<file path="src/rtl/pixel_addr_sequencer.sv">
// Pixel-address sequencer for the median-filter datapath.
// Steps a pixel address once every PERIOD clocks and issues a one-cycle
// write strobe at a fixed phase of each pixel slot, with start/abort/stall
// control, single-frame or continuous-frame modes and done/wrap status.
//
// Optional raster tracking (oCol/oRow, parameter IMG_W) is compiled in when
// the macro PIXEL_SEQ_RASTER_XY_EN is defined.
//
// state | meaning
// ------+---------------------------------------------------------------
// IDLE  | waiting for iStart; phase and address parked at 0
// RUN   | stepping phase/address, strobing once per pixel slot
module pixel_addr_sequencer #(
  parameter int ADDR_W     = 13,
  parameter int NUM_PIXELS = 8192,
  parameter int PERIOD     = 11,
  parameter int STROBE_AT  = 9,
`ifdef PIXEL_SEQ_RASTER_XY_EN
  parameter int IMG_W      = 128,
`endif
  parameter int CONT_MODE  = 0
) (
  input  logic              iClk,
  input  logic              iRst,
  input  logic              iStart,
  input  logic              iAbort,
  input  logic              iStall,
  output logic              oWrite,
  output logic [ADDR_W-1:0] oAddrPixel,
  output logic              oBusy,
  output logic              oDone,
`ifdef PIXEL_SEQ_RASTER_XY_EN
  output logic              oFrameWrap,
  output logic [ADDR_W-1:0] oCol,
  output logic [ADDR_W-1:0] oRow
`else
  output logic              oFrameWrap
`endif
);

  localparam int CNT_W = (PERIOD > 1) ? $clog2(PERIOD) : 1;

  localparam logic [CNT_W-1:0]  PH_LAST   = CNT_W'(PERIOD - 1);
  localparam logic [CNT_W-1:0]  PH_STROBE = CNT_W'(STROBE_AT);
  localparam logic [ADDR_W-1:0] ADDR_LAST = ADDR_W'(NUM_PIXELS - 1);

  typedef enum logic {IDLE = 1'b0, RUN = 1'b1} state_t;

  state_t            state, state_nxt;
  logic [CNT_W-1:0]  phase, phase_nxt;
  logic [ADDR_W-1:0] addr_nxt;
  logic              write_nxt, busy_nxt, done_nxt, wrap_nxt;

`ifdef PIXEL_SEQ_RASTER_XY_EN
  localparam logic [ADDR_W-1:0] COL_LAST = ADDR_W'(IMG_W - 1);
  logic [ADDR_W-1:0] col_nxt, row_nxt;
`endif

  // State and output registers; every output comes straight from a flop.
  always_ff @(posedge iClk) begin
    if (iRst) begin
      state      <= IDLE;
      phase      <= '0;
      oAddrPixel <= '0;
      oWrite     <= 1'b0;
      oBusy      <= 1'b0;
      oDone      <= 1'b0;
      oFrameWrap <= 1'b0;
`ifdef PIXEL_SEQ_RASTER_XY_EN
      oCol       <= '0;
      oRow       <= '0;
`endif
    end else begin
      state      <= state_nxt;
      phase      <= phase_nxt;
      oAddrPixel <= addr_nxt;
      oWrite     <= write_nxt;
      oBusy      <= busy_nxt;
      oDone      <= done_nxt;
      oFrameWrap <= wrap_nxt;
`ifdef PIXEL_SEQ_RASTER_XY_EN
      oCol       <= col_nxt;
      oRow       <= row_nxt;
`endif
    end
  end

  // Next-state, phase/address stepping and pulse generation.
  always_comb begin
    state_nxt = state;
    phase_nxt = phase;
    addr_nxt  = oAddrPixel;
    write_nxt = 1'b0;
    done_nxt  = 1'b0;
    wrap_nxt  = 1'b0;
`ifdef PIXEL_SEQ_RASTER_XY_EN
    col_nxt   = oCol;
    row_nxt   = oRow;
`endif
    case (state)
      IDLE: begin
        if (iStart && !iAbort) begin
          state_nxt = RUN;
          phase_nxt = '0;
          addr_nxt  = '0;
`ifdef PIXEL_SEQ_RASTER_XY_EN
          col_nxt   = '0;
          row_nxt   = '0;
`endif
        end
      end
      RUN: begin
        if (iAbort) begin
          // Abort wins over everything, including a coinciding frame end.
          state_nxt = IDLE;
          phase_nxt = '0;
          addr_nxt  = '0;
`ifdef PIXEL_SEQ_RASTER_XY_EN
          col_nxt   = '0;
          row_nxt   = '0;
`endif
        end else if (!iStall) begin
          // A stall holds phase at STROBE_AT, so the strobe simply slips to
          // the first unstalled cycle and still fires once per pixel.
          write_nxt = (phase == PH_STROBE);
          if (phase == PH_LAST) begin
            phase_nxt = '0;
            if (oAddrPixel == ADDR_LAST) begin
              addr_nxt = '0;
`ifdef PIXEL_SEQ_RASTER_XY_EN
              col_nxt  = '0;
              row_nxt  = '0;
`endif
              if (CONT_MODE != 0) begin
                wrap_nxt = 1'b1;
              end else begin
                done_nxt  = 1'b1;
                state_nxt = IDLE;
              end
            end else begin
              addr_nxt = oAddrPixel + ADDR_W'(1);
`ifdef PIXEL_SEQ_RASTER_XY_EN
              if (oCol == COL_LAST) begin
                col_nxt = '0;
                row_nxt = oRow + ADDR_W'(1);
              end else begin
                col_nxt = oCol + ADDR_W'(1);
              end
`endif
            end
          end else begin
            phase_nxt = phase + CNT_W'(1);
          end
        end
      end
      default: begin
        state_nxt = IDLE;
        phase_nxt = '0;
        addr_nxt  = '0;
      end
    endcase
    busy_nxt = (state_nxt == RUN);
  end

endmodule

</file>
<file path="config.mk">
export PLATFORM = sky130hd
export DESIGN_NAME = pixel_addr_sequencer
export DESIGN_NICKNAME = d
export VERILOG_FILES = /design/src/rtl/pixel_addr_sequencer.sv
export SDC_FILE = /design/constraint.sdc
export NUM_CORES = 1
export LEC_CHECK = 0
export ABC_AREA = 0
export CAP_MARGIN = 5
export CORE_ASPECT_RATIO = 1.5
export CORE_MARGIN = 2
export CORE_UTILIZATION = 35
export DETAILED_ROUTE_END_ITERATION = 16
export GPL_TIMING_DRIVEN = 0
export MAX_ROUTING_LAYER = met4
export PLACE_DENSITY_LB_ADDON = 0.25
export SETUP_SLACK_MARGIN = 0.1
export SLEW_MARGIN = 10
export SYNTH_ARGS = -nofsm -noshare
export SYNTH_HDL_FRONTEND = slang
export SYNTH_SLANG_ARGS = --single-unit
</file>
<file path="constraint.sdc">
create_clock -name iClk -period 1.58 [get_ports iClk]
set_input_delay 0.395 -clock iClk [delete_from_list [all_inputs] [get_ports iClk]]
set_output_delay 0.395 -clock iClk [all_outputs]
set_load 0.01 [all_outputs]
</file>
==> flow_metrics.env, run 1 <==
export IMPL_status="finished, final reports clean"
export IMPL_regArea_um2=435
export IMPL_pwr_share_seq_pct=49.5
export IMPL_clock_latency_ps=260
export IMPL_vias_per_cell=5.52
export IMPL_syn_nets=128
export IMPL_yosysTopAreaCell="dfxtp_1"
export IMPL_drt_first_pass_iters=4
export IMPL_h_tree_depth=1
export IMPL_synth_warnings=0
export IMPL_die_height_um=72.7
export IMPL_fin_skew_ps=2.59
export IMPL_clock_sinks=20
export IMPL_holdPathStages=3
export IMPL_syn_inst=122
export IMPL_end_kind="flip-flop"
export IMPL_critPathLaunchType="flip-flop"
export IMPL_syn_to_final_growth_pct=48.4
export IMPL_layout_common_cells="17 x dlygate4sd2_1, 14 x buf_4, 13 x dfxtp_2, 7 x nor2_1, 6 x and3_1"
export IMPL_finalSetupTns_ps=0
export IMPL_drv_cap=0
export IMPL_synth_cell_type_count=52
export IMPL_grt_pass1_vias=1062
export IMPL_pwr_share_comb_pct=12.3
export IMPL_ys_top_cells_by_area="dfxtp_1 36%, and3_1 3.4%, nor2_1 2.4%"
export IMPL_crit_fanout=8
export IMPL_ctsRootBufferMaster="clkbuf_8"
export IMPL_mostFrequentLayoutCell="dlygate4sd2_1"
export IMPL_place_area_mm2=0.00138
export IMPL_timing_rr_end="oAddrPixel[5]"
export IMPL_synthArstFlopShare_pct=0
export IMPL_fillers=304
export IMPL_max_vdd_ir_drop_v=0.000346
export IMPL_core_area_mm2=0.00307
export IMPL_io_pins=22
export IMPL_cp_required_ps=1770
export IMPL_post_route_period_util_pct=97.5
export IMPL_rsz0062_at_grt="true"
export IMPL_netlist_area_mm2=0.00110
export IMPL_synth_edff_count=0
export IMPL_leakagePower_nw=0.725
export IMPL_antenna_found_initial=0
export IMPL_clk_pin_slew_ps=70
export IMPL_synth_top_area_share_pct=36.3
export IMPL_period_needed_ps=1540
export IMPL_fmax_ghz=0.649
export IMPL_num_antenna_cells=0
export IMPL_r2r_cells=5
export IMPL_internal_power_w=0.000786
export IMPL_synth_seq_cells=20
export IMPL_grt_pass1_wl_mm=4.82
export IMPL_min_from="iRst"
export IMPL_power_per_cell_area_mw_per_mm2=624
export IMPL_r2r_slack_ps=40
export IMPL_synth_ff_type="dfxtp_1"
export IMPL_final_area_mm2=0.00164
export IMPL_swShare_pct=22.9
export IMPL_slew_viol_final=0
export IMPL_die_area_mm2=0.00362
export IMPL_num_rows=25
export IMPL_synth_avg_cell_area_um2=9.04
export IMPL_cts_buffers=3
export IMPL_grt_overflow=0
export IMPL_multi_input_comb_area_um2=732
export IMPL_cts_tree="yes"
export IMPL_fin_util_pct=53.3
export IMPL_finalSetupViolCount=0
export IMPL_grt_max_degree=12
export IMPL_hpwl_mm=2.11
export IMPL_die_width_um=49.8
export IMPL_hold_viol=0
export IMPL_r2r_start="phase[0]"
export IMPL_start_util_pct=36.0
export IMPL_ant_nets=0
export IMPL_clockBufferDepth=2
export IMPL_ys_seq_area_share_pct=36.3
export IMPL_final_nets=166
export IMPL_postRouteWirelength_mm=2.86
export IMPL_crit_type="flip-flop to flip-flop"
export IMPL_port_buffers=19
export IMPL_vias=1099
export IMPL_place_gp_congestion=0.816
export IMPL_drive_gt1_share_pct=38.4
export IMPL_clkPwrFrac_pct=38.2
export IMPL_initialDrtViolationCount=12
export IMPL_hold_buffers=0
export IMPL_track_usage_pct=17.9
export IMPL_wl_per_cell_um=14.4
export IMPL_hold_path_end="state"
export IMPL_hold_class="input port to flip-flop"
export IMPL_p_sw_w=0.000234
export IMPL_cp_arrival_ps=1730
export IMPL_route_detailed_drc=0
==> area by class of cell <==
| class | instances | area share (%) |
|---|---|---|
| Sequential cell | 20 | 26.6 |
| Inverter | 4 | 0.918 |
| Clock buffer | 4 | 3.37 |
| Multi-Input combinational cell | 92 | 44.8 |
| Tap cell | 40 | 3.06 |
| Buffer | 6 | 3.90 |
| Timing Repair Buffer | 33 | 17.4 |
==> what timing repair did <==
| action | in CTS | in global routing |
|---|---|---|
| pin swaps | 10 | 4 |
| buffers inserted | 9 | 5 |
| setup endpoints to repair | 34 | 16 |
| gates cloned | 0 | 0 |
| resized for setup | 48 | 9 |
==> critical path, cell delays in order (launching register included) <==
cell and delay [ps]:
dfxtp_4 340, and4bb_4 370, o221ai_4 130, buf_6 170, or3_1 340, a21oi_1 120
==> per-stage QoR <==
step                      std cells  setup slack (ps)  power (W)  hold slack [ps]
final                           199              39.3    0.00102              429
after global routing            199             -33.7    0.00107              438
after CTS                       194             -12.8    0.00103              419
after detailed placement        181              -681   0.000617              491
after global placement          181              -619   0.000615              476
after floorplan                 122              42.0   0.000587              496
==> logic make-up after synthesis <==
family,share of synthesized area [%]
AND/OR/NAND/NOR,29.7
AO/OA/AOI/OAI,25.2
flip-flops,36.3
buffers and inverters,4.88
XOR/XNOR,2.38
adder cells (fa/ha/maj),1.13
other,0.340
==> flip-flops by register name (all words and copies together) (netlist names) <==
name	count
oDone	1
phase	4
oWrite	1
state	1
oAddrPixel	13
==> cell usage after synthesis, drive strengths merged (2+ instances only) <==
| library cell | n |
|---|---|
| nor3b | 3 |
| dfxtp | 20 |
| nor3 | 2 |
| and4 | 3 |
| o31ai | 2 |
| nand2 | 5 |
| a211o | 2 |
| nand3b | 2 |
| nand3 | 5 |
| nor2 | 7 |
| a41oi | 2 |
| and3 | 7 |
| or4 | 2 |
| inv | 4 |
| o211ai | 2 |
| o21ai | 5 |
| a21o | 3 |
| xor2 | 3 |
| buf | 4 |
| clkbuf | 2 |
| a21oi | 4 |
| nand2b | 3 |
| o22ai | 4 |
| nand4 | 3 |
==> routing by layer <==
layer | up-vias | global-route usage (%) | share of wire [%]
li1 | 546 | - | -
met1 | 524 | 18.1 | 38
met2 | 21 | 33.9 | 57
met3 | 8 | 2.46 | 2.3
met4 | 0 | 7.41 | 2.3
met5 | - | - | 0
==> power groups by stage <==
stage | combinational, W | clock, W | sequential, W
floorplan | 0.0000618 | 0 | 0.000526
CTS | 0.000112 | 0.000405 | 0.000509
detailed placement | 0.0000901 | 0 | 0.000527
global placement | 0.0000883 | 0 | 0.000526
global route | 0.000136 | 0.000428 | 0.000506
finish | 0.000125 | 0.000390 | 0.000505
==> worst max-delay path by stage <==
| stage | from | end | slack [ps] | cells after the start |
|---|---|---|---|---|
| floorplan | iRst | oAddrPixel[11] | 40 | 6 |
| global placement | iAbort | oAddrPixel[3] | -620 | 5 |
| detailed placement | iAbort | oAddrPixel[3] | -680 | 5 |
| CTS | oAddrPixel[0] | oAddrPixel[3] | -10 | 5 |
| global route | phase[0] | oAddrPixel[7] | -30 | 4 |
| finish | phase[0] | oAddrPixel[5] | 40 | 5 |
(Power assumes the default switching activity.)
==> run 2, diff against run 1 <==
Settings changed: GPL_ROUTABILITY_DRIVEN from default to 0, REMOVE_ABC_BUFFERS from default to 1.
==> run 2 against run 1 <==
  * Clock skew fell by 0.52 ps
  * Sequential power about the same
  * Via count increased by 4.6%
  * Clock-buffer cell count stayed put
  * Sequential share of layout area down 0.70 points
  * Critical path type unchanged
  * Critical endpoint is now oAddrPixel[7]
  * Largest cell class unchanged
==> flow_metrics.env, run 2 (synthesis gave the netlist of run 1 again) <==
export IMPL_clockBufferDepth=2
export IMPL_r2r_start="phase[2]"
export IMPL_mostFrequentLayoutCell="dlygate4sd2_1"
export IMPL_status="finished, final reports clean"
export IMPL_period_needed_ps=1540
export IMPL_clock_sinks=20
export IMPL_layout_common_cells="18 x dlygate4sd2_1, 17 x buf_4, 12 x dfxtp_2, 6 x nor2_1, 5 x nand3_1"
export IMPL_track_usage_pct=18.6
export IMPL_crit_family="simple AND/OR/NAND/NOR gates"
export IMPL_drive_gt1_share_pct=40.7
export IMPL_cts_tree="yes"
export IMPL_num_antenna_cells=0
export IMPL_clock_latency_ps=260
export IMPL_grt_pass1_wl_mm=5.02
export IMPL_die_height_um=72.7
export IMPL_antenna_found_initial=0
export IMPL_hpwl_mm=1.86
export IMPL_power_w=0.00104
export IMPL_clk_pin_slew_ps=70
export IMPL_r2r_slack_ps=40
export IMPL_cpPeakStageDelay_ps=510
export IMPL_hold_class="flip-flop to flip-flop"
export IMPL_io_pins=22
export IMPL_postRouteWirelength_mm=3.00
export IMPL_cp_required_ps=1780
export IMPL_largest_reg_flops=13
export IMPL_ant_nets=0
export IMPL_die_area_mm2=0.00362
export IMPL_top_regs="oAddrPixel x13, phase x4"
export IMPL_core_area_mm2=0.00307
export IMPL_port_buffers=20
export IMPL_drv_cap=0
export IMPL_slew_viol_final=0
export IMPL_end_kind="flip-flop"
export IMPL_cts_buffers=3
export IMPL_grt_max_degree=12
export IMPL_ctsRootBufferMaster="clkbuf_8"
export IMPL_finalSetupViolCount=0
export IMPL_timing_rr_end="oAddrPixel[7]"
export IMPL_route_detailed_drc=0
export IMPL_hold_viol=0
export IMPL_wl_per_cell_um=14.9
export IMPL_fmax_ghz=0.650
export IMPL_leakagePower_nw=0.723
export IMPL_fin_skew_ps=2.07
export IMPL_place_area_mm2=0.00131
export IMPL_path_cells="and4bb_4, o221ai_4, or4_4, a21oi_2"
export IMPL_power_per_cell_area_mw_per_mm2=629
export IMPL_cp_arrival_ps=1740
export IMPL_max_vdd_ir_drop_v=0.000525
export IMPL_critPathLaunchType="flip-flop"
export IMPL_h_tree_depth=1
export IMPL_worstSetupStartpoint="phase[2]"
export IMPL_fin_util_pct=54.2
export IMPL_r2r_cells=4
export IMPL_vias_per_cell=5.69
export IMPL_grt_overflow=0
export IMPL_crit_type="flip-flop to flip-flop"
export IMPL_die_width_um=49.8
export IMPL_worst_path_max_delay_cell="or4_4"
export IMPL_grt_pass1_vias=1107
export IMPL_post_route_period_util_pct=97.4
export IMPL_crit_fanout=6
export IMPL_num_rows=25
export IMPL_drt_first_pass_iters=4
export IMPL_largest_register="oAddrPixel"
export IMPL_rsz0062_at_grt="true"
export IMPL_start_util_pct=36.0
export IMPL_final_area_mm2=0.00166
export IMPL_vias=1150
export IMPL_initialDrtViolationCount=23
export IMPL_critPathBufInv=0
export IMPL_syn_to_final_growth_pct=50.6
export IMPL_crit_path_end="oAddrPixel[7]"
export IMPL_final_nets=169
export IMPL_cp_depth=4
export IMPL_fillers=300
[run 2: changes by cell type in the layout (fill, tap and decap cells not counted), moves of 2 or more]
cell,change
buf_4,+3
buf_6,+2
and3_1,-2
and3_4,+2
dfxtp_1,+2
[run 2: per-stage QoR]
stage	hold slack, ps	std cells	setup slack (ps)	setup TNS (ps)
after floorplan	496	116	-97.1	-276
after global placement	471	176	-761	-8550
after detailed placement	491	176	-821	-9140
after CTS	479	197	15.7	0
after global routing	504	202	-11.4	-17.2
final	484	202	41.6	0
[run 2: routing by layer]
metal  track usage [%]  up-vias  share of wire [%]
met3              2.66        5                3.6
met1              20.3      555                 42
met4              9.57        0                1.5
met5                 -        -                  0
met2              32.4       30                 52
li1                  -      560                  -
[run 2: area by class of cell]
cell class | count | area [um2] | share of cell area, %
Clock buffer | 4 | 55.1 | 3.32
Inverter | 4 | 15.0 | 0.904
Multi-Input combinational cell | 92 | 749 | 45.1
Sequential cell | 20 | 430 | 25.9
Tap cell | 40 | 50.0 | 3.01
Timing Repair Buffer | 42 | 360 | 21.7
[run 2: what timing repair did]
action	in CTS	in global routing
hold buffers	0	0
setup buffers	17	5
gates resized for setup	59	14
pin swaps	16	9
endpoints found under the setup margin	34	17
gates cloned	0	0
[run 2: power by group]
group | total, W | internal [W] | switching, W
Sequential | 0.000507 | 0.000504 | 0.00000349
Combinational | 0.000146 | 0.0000749 | 0.0000707
Clock | 0.000392 | 0.000222 | 0.000170
Total | 0.00104 | 0.000801 | 0.000244
[run 2: how the worst min path moves through the flow]
stage / start / end / slack, ps / depth (start not counted)
floorplan: phase[3] / phase[3] / 500 / 2
global placement: oAddrPixel[7] / oAddrPixel[7] / 470 / 2
detailed placement: oAddrPixel[7] / oAddrPixel[7] / 490 / 2
CTS: oAddrPixel[11] / oAddrPixel[11] / 480 / 1
global route: oAddrPixel[11] / oAddrPixel[11] / 500 / 1
finish: oAddrPixel[11] / oAddrPixel[11] / 480 / 1
==> run 3, diff against run 2 <==
Settings changed: ABC_CLOCK_PERIOD_IN_PS from default to 1580.
==> results of run 3 <==
No change in the layout: final DEF, timing and power equal those of run 2.
